==> config.mk <==
export PLATFORM = sky130hd
export DESIGN_NAME = morse_symbol_parser
export DESIGN_NICKNAME = d
export VERILOG_FILES = /design/src/rtl/morse_symbol_parser.sv
export SDC_FILE = /design/constraint.sdc
export NUM_CORES = 1
export LEC_CHECK = 0
export CORE_MARGIN = 2
export CORE_UTILIZATION = 29
export CTS_CLUSTER_DIAMETER = 40
export DETAILED_ROUTE_END_ITERATION = 12
export PLACE_DENSITY = 0.48
export SYNTH_ARGS = -nofsm -noshare
export SYNTH_HDL_FRONTEND = slang
export SYNTH_SLANG_ARGS = --single-unit
==> constraint.sdc <==
create_clock -name Clock -period 3 [get_ports Clock]
set_input_delay 0.9 -clock Clock [delete_from_list [all_inputs] [get_ports Clock]]
set_output_delay 0.9 -clock Clock [all_outputs]
set_load 0.03 [all_outputs]
==> src/rtl/morse_symbol_parser.sv <==
//============================================================================
// Module      : morse_symbol_parser
// Description : Classifies a raw Morse key into dot/dash symbol pulses and
//               letter/word gap pulses by timing mark and space lengths.
// Revision    : 1.0 - initial release
//============================================================================
`timescale 1ns/1ps
`default_nettype none

module morse_symbol_parser #(
  parameter int UNIT       = 4,    // clock cycles per Morse unit (>=1)
  parameter int CNT_W      = 10,   // width of mark/space counter
  parameter int MIN_MARK   = 1,    // marks shorter than this are glitches
  parameter bit ACTIVE_LOW = 1'b1  // 1: key pressed when input is low
) (
  input  logic             Clock,
  input  logic             Reset,
  input  logic             unparsed,
  output logic             dot,
  output logic             dash,
  output logic             letter_end,
  output logic             word_end,
  output logic [CNT_W-1:0] sym_len,
  output logic             busy
);

  // Legal parameter sets keep 7*UNIT within the counter range and
  // MIN_MARK no larger than the dot/dash threshold.

  localparam logic [CNT_W-1:0] CNT_MAX    = {CNT_W{1'b1}};
  localparam logic [CNT_W-1:0] CNT_ONE    = CNT_W'(1);
  localparam logic [CNT_W-1:0] DOT_LIMIT  = CNT_W'(2 * UNIT);
  localparam logic [CNT_W-1:0] LETTER_CNT = CNT_W'(3 * UNIT);
  localparam logic [CNT_W-1:0] WORD_CNT   = CNT_W'(7 * UNIT);
  localparam logic [CNT_W-1:0] MIN_CNT    = CNT_W'(MIN_MARK);

  typedef enum logic [1:0] {
    S_IDLE  = 2'd0,
    S_MARK  = 2'd1,
    S_SPACE = 2'd2
  } state_t;

  logic             pressed_raw;
  logic             sync1_q;
  logic             key_s_q;
  state_t           state_q;
  logic [CNT_W-1:0] cnt_q;
  logic [CNT_W-1:0] cnt_inc_d;
  logic [CNT_W-1:0] sym_len_q;
  logic             dot_q;
  logic             dash_q;
  logic             letter_end_q;
  logic             word_end_q;
  logic             busy_q;

  // Normalise key polarity so that 1 always means pressed.
  assign pressed_raw = ACTIVE_LOW ? ~unparsed : unparsed;

  // Saturating increment: long marks pin at the counter maximum instead of wrapping.
  assign cnt_inc_d = (cnt_q == CNT_MAX) ? cnt_q : cnt_q + CNT_ONE;

  // Two-flop synchronizer for the asynchronous key; reset forces "released".
  always_ff @(posedge Clock) begin
    if (Reset) begin
      sync1_q <= 1'b0;
      key_s_q <= 1'b0;
    end else begin
      sync1_q <= pressed_raw;
      key_s_q <= sync1_q;
    end
  end

  // Mark/space timing FSM with registered, single-cycle event outputs.
  always_ff @(posedge Clock) begin
    if (Reset) begin
      state_q      <= S_IDLE;
      cnt_q        <= '0;
      sym_len_q    <= '0;
      dot_q        <= 1'b0;
      dash_q       <= 1'b0;
      letter_end_q <= 1'b0;
      word_end_q   <= 1'b0;
      busy_q       <= 1'b0;
    end else begin
      dot_q        <= 1'b0;
      dash_q       <= 1'b0;
      letter_end_q <= 1'b0;
      word_end_q   <= 1'b0;
      case (state_q)
        S_IDLE: begin
          if (key_s_q) begin
            state_q <= S_MARK;
            cnt_q   <= CNT_ONE;
            busy_q  <= 1'b1;
          end
        end
        S_MARK: begin
          if (key_s_q) begin
            cnt_q <= cnt_inc_d;
          end else begin
            // Glitches shorter than MIN_MARK still start a space interval.
            if (cnt_q >= MIN_CNT) begin
              if (cnt_q < DOT_LIMIT) begin
                dot_q <= 1'b1;
              end else begin
                dash_q <= 1'b1;
              end
              sym_len_q <= cnt_q;
            end
            state_q <= S_SPACE;
            cnt_q   <= CNT_ONE;
          end
        end
        S_SPACE: begin
          if (key_s_q) begin
            state_q <= S_MARK;
            cnt_q   <= CNT_ONE;
          end else begin
            cnt_q <= cnt_inc_d;
            // Equality tests make each gap pulse fire once per interval.
            if (cnt_inc_d == LETTER_CNT) begin
              letter_end_q <= 1'b1;
            end
            if (cnt_inc_d == WORD_CNT) begin
              word_end_q <= 1'b1;
              state_q    <= S_IDLE;
              cnt_q      <= '0;
              busy_q     <= 1'b0;
            end
          end
        end
        default: begin
          state_q <= S_IDLE;
          cnt_q   <= '0;
          busy_q  <= 1'b0;
        end
      endcase
    end
  end

  assign dot        = dot_q;
  assign dash       = dash_q;
  assign letter_end = letter_end_q;
  assign word_end   = word_end_q;
  assign sym_len    = sym_len_q;
  assign busy       = busy_q;

endmodule

`default_nettype wire

# Word level (Yosys, flattened, before mapping)
# Index checks and enable logic that the tools add are counted.
dict set report totals {
  word_cells 53
  ff_bits 29
}
dict set report classes {
  reduce_logical 6
  magnitude_cmp 2
  eq_ne 10
  n_addsub 1
  muxes 19
  bitwise_logic 5
}
# op n
set op_table {}
lappend op_table {{2-to-1 mux 10 bit} 5}
lappend op_table {{one-hot mux 10 bit (3 select lines)} 1}
lappend op_table {{adder 10 x 1 -> 10 bit, second input constant} 1}
lappend op_table {{equality test 10 bit, second input constant} 1}
lappend op_table {{equality test 10 x 4 -> 1 bit, second input constant} 1}
lappend op_table {{equality test 10 x 5 -> 1 bit, second input constant} 1}
lappend op_table {{greater-or-equal comparator 10 x 1 -> 1 bit, second input constant} 1}
lappend op_table {{less-than comparator 10 x 4 -> 1 bit, second input constant} 1}
lappend op_table {{2-to-1 mux 2 bit} 4}
lappend op_table {{inequality test 2 bit, second input constant} 4}
lappend op_table {{2-to-1 mux 1 bit} 7}
lappend op_table {{one-hot mux 2 bit (3 select lines)} 1}
lappend op_table {{AND reduction 3 bit} 2}
lappend op_table {{inverter 1 bit} 5}
lappend op_table {{AND reduction 4 bit} 1}
lappend op_table {{OR reduction 4 bit} 1}
lappend op_table {{inequality test 3 bit, second input constant} 1}
lappend op_table {{one-hot mux 1 bit (3 select lines)} 1}
lappend op_table {{OR reduction 3 bit} 1}
lappend op_table {{equality test 2 x 1 -> 1 bit, second input constant} 1}
lappend op_table {{equality test 2 bit, second input constant} 1}
lappend op_table {{zero test 2 bit} 1}

# Logic depth before layout (Yosys ltp)
# Gate-level depths: netlist of run 1.
dict set report depth {
  word_depth 6
  mapped_depth 7
  mapped_depth_nobuf 6
}

# Worst setup path before layout of run 1
# Ideal clock, no wire load.
dict set report synth_timing {
  kind {register -> register}
  from {register cnt_q[0]}
  to {register state_q[1]}
  arrival_time_ns 1.745
  t_required_ns 2.921
  path_slack_ns 1.176
  setup_ns 0.079
  n_path_buf 0
  stages_incl_launch_ff 7
  period_less_slack_ns 1.824
  path_cell_list {dfxtp_1 ha_1 nand2_1 o211a_1 o2111a_1 a311o_1 a211oi_2}
}
dict set report synth_via {
  elab_chain_cells 5
  elab_cells_between_ends 6
  cone_classes {add/sub (1); eq/ne (3); mux (1); reduce/logical (1)}
}
# element line
set synth_lines {}
lappend synth_lines {{start: declaration} 47} ;# logic [CNT_W-1:0] cnt_q;
lappend synth_lines {{start signal: assignment} 99} ;# cnt_q <= cnt_inc_d;
lappend synth_lines {{start signal: assignment} 119} ;# cnt_q <= cnt_inc_d;
lappend synth_lines {{adder 10 x 1 -> 10 bit / equality test 10 bit (equally long branches)} 60} ;# assign cnt_inc_d = (cnt_q == CNT_MAX) ? cnt_q : cnt_q + CNT_ONE;
lappend synth_lines {{2-to-1 mux 10 bit *} 60}
lappend synth_lines {{equality test 10 x 5 -> 1 bit *} 124} ;# if (cnt_inc_d == WORD_CNT) begin
lappend synth_lines {{inequality test 3 bit (no line) *} -}
lappend synth_lines {{AND reduction 3 bit (no line) *} -}
lappend synth_lines {{end signal: assignment} 76} ;# state_q <= S_IDLE;
lappend synth_lines {{end signal: assignment} 126} ;# state_q <= S_IDLE;
lappend synth_lines {{end signal: assignment} 133} ;# state_q <= S_IDLE;
lappend synth_lines {{end: declaration} 46} ;# state_t state_q;
# Every way passes the cells marked *; elsewhere a longest branch is shown, timed or not.
# A chain may end at the register's enable or synchronous reset.

# Final worst setup path of run 1
dict set report layout_timing {
  from {register busy_q, in the netlist busy}
  to {output port busy}
}
# element line
set layout_lines {}
lappend layout_lines {{start: declaration} 54} ;# logic busy_q;
lappend layout_lines {{start signal: assignment} 83} ;# busy_q <= 1'b0;
lappend layout_lines {{start signal: assignment} 94} ;# busy_q <= 1'b1;
lappend layout_lines {{start signal: assignment} 128} ;# busy_q <= 1'b0;
lappend layout_lines {{end: declaration} 24} ;# output logic busy
# No word-level cell between the ends.

==> impl_metrics.json, run 1 <==
{
  "worst-path-max-fanout": 3,
  "rows": 26,
  "slew_viol_final": 0,
  "drive_gt1_share_pct": 9.04,
  "yosysTopAreaCell": "dfxtp_1",
  "seq_power_share_pct": 51.5,
  "yosys_most_used_dff": "dfxtp_1",
  "ys_seq_area_share_pct": 37.3,
  "p_per_area_nw_per_um2": 433,
  "final_util_pct": 34.9,
  "fin_crit_sh_pct": 73.9,
  "cts.sink_count": 29,
  "clk_path_buf_depth": 2,
  "p_leak_uw": 0.000612,
  "die_area_sq_um": 5970,
  "synth.avg_cell_area_sq_um": 8.95,
  "relSlewSlack_pct": 64.2,
  "fin_skew_ns": 0.00149,
  "syn_nets": 180,
  "whs_ns": 0.443,
  "syn_area_sq_um": 1560,
  "p_sw_share_pct": 23.7,
  "grt_usage_pct": 13.3,
  "rr_startpoint": "cnt_q[0]",
  "post-dp-hpwl_um": 2530,
  "crit_arrival_ns": 1.32,
  "cts_hold_buf": 0,
  "nets": 194,
  "worstSetupEndpointType": "primary output",
  "synth-edff-count": 0,
  "portBuffers": 17,
  "clk_pin_slew_ns": 0.06,
  "clock_latency_ns": 0.28,
  "fmax_mhz": 451,
  "htree_levels": 2,
  "drc": 0,
  "synth_area_leaders": "dfxtp_1 (37%), mux2i_1 (8.4%), nor2_1 (4.8%)",
  "dr.max_layer_used": "met4",
  "clockRootBuffer": "clkbuf_8",
  "syn2layout_area_growth_pct": 15.0,
  "vias_per_cell": 5.20,
  "clockPowerShare_pct": 42.1,
  "dr_wl_met2_um": 1620,
  "startpoint_type": "flip-flop",
  "fin_tns_setup_ns": 0,
  "power.switching_uw": 184,
  "ir_drop_v": 0.000176,
  "fin_crit_ns": 2.22,
  "crit_family": "buffers and inverters",
  "antenna_cells": 0,
  "numCtsBuffers": 5,
  "synth_top_area_share_pct": 37.3,
  "ys_ff_latch": 29,
  "cp_slowest_stage_delay_ns": 0.68,
  "cts_setup_buffers": 0,
  "slowest_stage": "clkdlybuf4s50_1",
  "wl_met1_um": 1770,
  "synth.distinct_cells": 43,
  "hp-start": "sync1_q",
  "grt_pass1_wl_um": 6380,
  "rsz0062_at_grt": "false",
  "antenna_found_initial": 0,
  "crit_chain": "clkdlybuf4s50_1",
  "grt_max_degree": 15,
  "yosysMostFrequentCell": "dfxtp_1",
  "ys_top_cells_by_count": "dfxtp_1 (29), nor2_1 (20), nand2_1 (16)",
  "total_power_uw": 775,
  "tightest_slew_ns": 0.536,
  "core_sq_um": 5140,
  "die_w_um": 77.3,
  "cp_num_buf_inv": 1,
  "vias": 1342,
  "hold_violations": 0,
  "hp-class": "flip-flop to flip-flop",
  "route.met3.wl_um": 175,
  "syn_inst": 174,
  "cp-startpoint": "busy",
  "path_class": "flip-flop to primary output",
  "status": "completed",
  "required_ns": 2.10,
  "fin_area_sq_um": 1790,
  "cts-resized-gates": 0,
  "tritoncts": "done",
  "fp.dieH_um": 77.3,
  "dpl_cell_area_sq_um": 1710,
  "drv_cap": 0,
  "globalplace.congestion": 0.853,
  "synth-async-reset-ratio_pct": 0,
  "pin_count": 18,
  "grt_pass1_vias": 1281,
  "finalSetupViolCount": 0,
  "start_util_pct": 30.3,
  "internal_power_uw": 591,
  "wl_per_cell_um": 14.1,
  "drtIter0Drc": 169,
  "gr-total-overflow": 0,
  "first_pass_iters": 4,
  "ant_nets": 0,
  "combPwrFrac_pct": 6.4,
  "yosys_warnings": 0,
  "routed_wl_um": 3630
}
power by group through the flow:
stage / clock [uW] / combinational (uW) / sequential (uW)
2_1_floorplan: 0 / 39.0 / 406
3_3_place_gp: 0 / 49.1 / 408
3_5_place_dp: 0 / 49.7 / 408
4_1_cts: 333 / 50.0 / 399
5_1_grt: 357 / 55.4 / 400
6_report: 326 / 49.7 / 399
routing by layer:
layer / vias to the layer above / global-route usage [%]
met4: 0 / 5.36
li1: 659 / -
met2: 41 / 20.2
met5: - / 0
met1: 635 / 17.4
met3: 7 / 4.00
cells by family (layout without fill, tap and decap cells):
family | Yosys count | after routing | share of synthesized area, %
simple gates | 68 | 68 | 22.5
mux | 13 | 13 | 8.35
flops | 29 | 29 | 37.3
buf+inv | 18 | 32 | 9.72
fa+ha+maj | 3 | 3 | 2.41
compound gates | 43 | 43 | 19.8
cells in the final DEF, fill, tap and decap left out, types with 2 or more instances in the layout:
master,count
nand2_1,16
o211a_1,2
a21oi_1,10
a221oi_1,2
inv_1,5
a21o_1,3
nand3b_1,2
dfxtp_1,29
clkbuf_8,6
a31oi_1,3
o21ai_0,7
nor4_1,3
mux2i_1,13
nor2_1,20
clkdlybuf4s50_1,17
nor3_1,3
a211oi_1,6
nand3_1,6
and3_2,3
nor2b_1,2
nand4_1,4
ha_1,3
buf_4,3
metrics by stage:
step | worst slack (ns) | cells
final | 0.784 | 258
after global routing | 0.660 | 258
after floorplan | 1.18 | 174
after CTS | 0.765 | 258
after detailed placement | 0.718 | 251
after global placement | 0.710 | 251
sequential cells by signal, indices dropped and copies added, names as in the netlist:
signal / count
letter_end: 1
sync1_q: 1
word_end: 1
cnt_q: 10
state_q: 2
busy: 1
dash: 1
dot: 1
key_s_q: 1
sym_len: 10
path summary, 6_finish.rpt:
kind              end  slack (ns)  depth (start not counted)
max              busy        0.78                          1
min           key_s_q        0.44                          1
max reg2reg  cnt_q[4]        0.86                          6
min reg2reg   key_s_q        0.44                          1
area by class of cell:
class | instances | area, sq um
Tap cell | 70 | 87.6
Sequential cell | 29 | 581
Fill cell | 552 | 3350
Inverter | 5 | 18.8
Clock buffer | 7 | 86.3
Timing Repair Buffer | 20 | 193
Multi-Input combinational cell | 127 | 826
No activity file was read; power rests on OpenSTA's default activity.
==> run 2: changes to the inputs <==
==> constraint.sdc (replaced) <==
create_clock -name Clock -period 2.1 [get_ports Clock]
set_input_delay 0.63 -clock Clock [delete_from_list [all_inputs] [get_ports Clock]]
set_output_delay 0.63 -clock Clock [all_outputs]
set_load 0.03 [all_outputs]
==> run 2 against run 1 <==
  * Die area did not move
  * Critical path depth unchanged
  * Clock skew increased by 0.011 ns
  * Utilization increased by 1.8 points
  * Hold slack lost 0.0023 ns
  * Clock power increased by 84%
  * Sequential cell count did not move
  * Clock-buffer cell count did not move
  * Critical endpoint unchanged
==> impl_metrics.json, run 2 (synthesis gave the netlist of run 1 again) <==
{
  "cp_num_buf_inv": 1,
  "met3_usage_pct": 3.76,
  "ant_nets": 0,
  "start_util_pct": 30.3,
  "hp-start": "sync1_q",
  "fin_crit_ns": 1.93,
  "r2r_cells": 6,
  "portBuffers": 17,
  "gr-usage-met2_pct": 20.2,
  "top_usage_layer": "met2",
  "dpl_cell_area_sq_um": 1760,
  "crit_family": "buffers and inverters",
  "grt_pass1_wl_um": 6260,
  "drive_gt1_share_pct": 13.8,
  "total_power_uw": 1250,
  "pin_count": 18,
  "startpoint_type": "flip-flop",
  "post-dp-hpwl_um": 2530,
  "fp.dieH_um": 77.3,
  "fillers": 556,
  "antenna_cells": 0,
  "numCtsBuffers": 5,
  "worst-path-max-fanout": 3,
  "dp_slack_ns": 0.145,
  "fin_area_sq_um": 1890,
  "fin_ws_ns": 0.165,
  "finalSetupViolCount": 0,
  "worstSetupEndpointType": "primary output",
  "grt_usage_pct": 13.3,
  "core_sq_um": 5140,
  "ir_drop_v": 0.000274,
  "clk_path_buf_depth": 2,
  "power.switching_uw": 271,
  "antenna_found_initial": 0,
  "gr-total-overflow": 0,
  "clk_pin_slew_ns": 0.07,
  "crit_chain": "clkdlybuf4s50_1",
  "clockRootBuffer": "clkbuf_8",
  "whs_path_depth": 1,
  "nets": 200,
  "rrSetupSlack_ns": 0.21,
  "htree_levels": 2,
  "routed_wl_um": 3720,
  "fin_skew_ns": 0.0125,
  "whs_ns": 0.440,
  "p_per_area_nw_per_um2": 661,
  "crit_arrival_ns": 1.30,
  "final_common_cell": "dfxtp_1",
  "hold_violations": 0,
  "rsz0062_at_grt": "false",
  "status": "completed",
  "clockPowerShare_pct": 48.1,
  "rows": 26,
  "vias_per_cell": 5.32,
  "vias": 1409,
  "final_cell_mix": "dfxtp_1 (27), nor2_1 (20), clkdlybuf4s50_1 (17)",
  "regToRegEndpoint": "cnt_q[4]",
  "tritoncts": "done",
  "drc": 0,
  "p_sw_share_pct": 21.8,
  "drtIter0Drc": 137,
  "first_pass_iters": 4,
  "cp_slowest_stage_delay_ns": 0.69,
  "syn2layout_area_growth_pct": 21.0,
  "seq_power_share_pct": 45.6,
  "internal_power_uw": 975,
  "combPwrFrac_pct": 6.3,
  "path_class": "flip-flop to primary output",
  "fin_crit_sh_pct": 92.1,
  "required_ns": 1.47,
  "grt_max_degree": 29,
  "slew_viol_final": 0,
  "globalplace.congestion": 0.902,
  "relSlewSlack_pct": 67.3,
  "slowest_stage": "clkdlybuf4s50_1",
  "min_delay_worst_endpoint": "key_s_q",
  "p_leak_uw": 0.000656,
  "cts.sink_count": 29,
  "fin_tns_setup_ns": 0,
  "fmax_mhz": 517,
  "use_met1_pct": 17.1,
  "wl_per_cell_um": 14.0,
  "tightest_slew_ns": 0.489,
  "hp-class": "flip-flop to flip-flop",
  "rr_startpoint": "cnt_q[0]",
  "grt_pass1_vias": 1275,
  "die_w_um": 77.3,
  "drv_cap": 0,
  "clock_latency_ns": 0.29,
  "die_area_sq_um": 5970
}
==> run 2: cell types whose count changed in the layout (fill, tap and decap cells not counted) <==
cell / previous run / this run
buf_12: 0 / 1
mux2i_2: 0 / 1
dfxtp_2: 0 / 2
bufinv_16: 0 / 1
dfxtp_1: 29 / 27
mux2i_1: 13 / 12
buf_4: 3 / 8
==> run 2: worst max path at each step <==
stage	cells past startpoint	to	from	slack [ns]
floorplan	6	state_q[1]	cnt_q[0]	0.28
global placement	5	cnt_q[0]	cnt_q[0]	0.22
detailed placement	6	cnt_q[4]	cnt_q[0]	0.14
CTS	6	word_end	cnt_q[0]	0.13
global route	6	word_end	cnt_q[0]	0.04
finish	1	busy	busy	0.17
==> run 2: per-layer routing <==
metal / vias up / wire length [um]
li1: 677 / -
met1: 657 / 1770
met2: 60 / 1640
met3: 15 / 214
met4: 0 / 95
met5: - / 0
==> run 2: power by group through the flow <==
stage,Clock [uW],Sequential (uW),Combinational [uW]
final,600,568,78.7
after global routing,642,569,84.7
after CTS,613,567,78.1
after detailed placement,0,580,78.1
after global placement,0,580,78.1
after floorplan,0,580,55.7
==> run 2: through the flow <==
| stage | util (%) | cells |
|---|---|---|
| after detailed placement | 34.3 | 257 |
| after global routing | 36.7 | 265 |
| final | 36.7 | 265 |
| after floorplan | - | 174 |
| after global placement | 34.3 | 257 |
| after CTS | 36.6 | 265 |
==> run 2: what timing repair did <==
action,4_1_cts,5_1_grt
gates resized for setup,0,3
buffers inserted,0,0
endpoints found under the setup margin,0,4
hold buffers,0,0
==> run 2: layout make-up <==
cell class	count	area, sq um	share of cell area, %
multi-input cells	127	830	44.0
clock buffers	7	86.3	4.58
inverters	5	18.8	0.995
flip-flops and latches	29	583	30.9
well taps	70	87.6	4.64
clock inverters	1	30.0	1.59
repair buffers	26	250	13.3
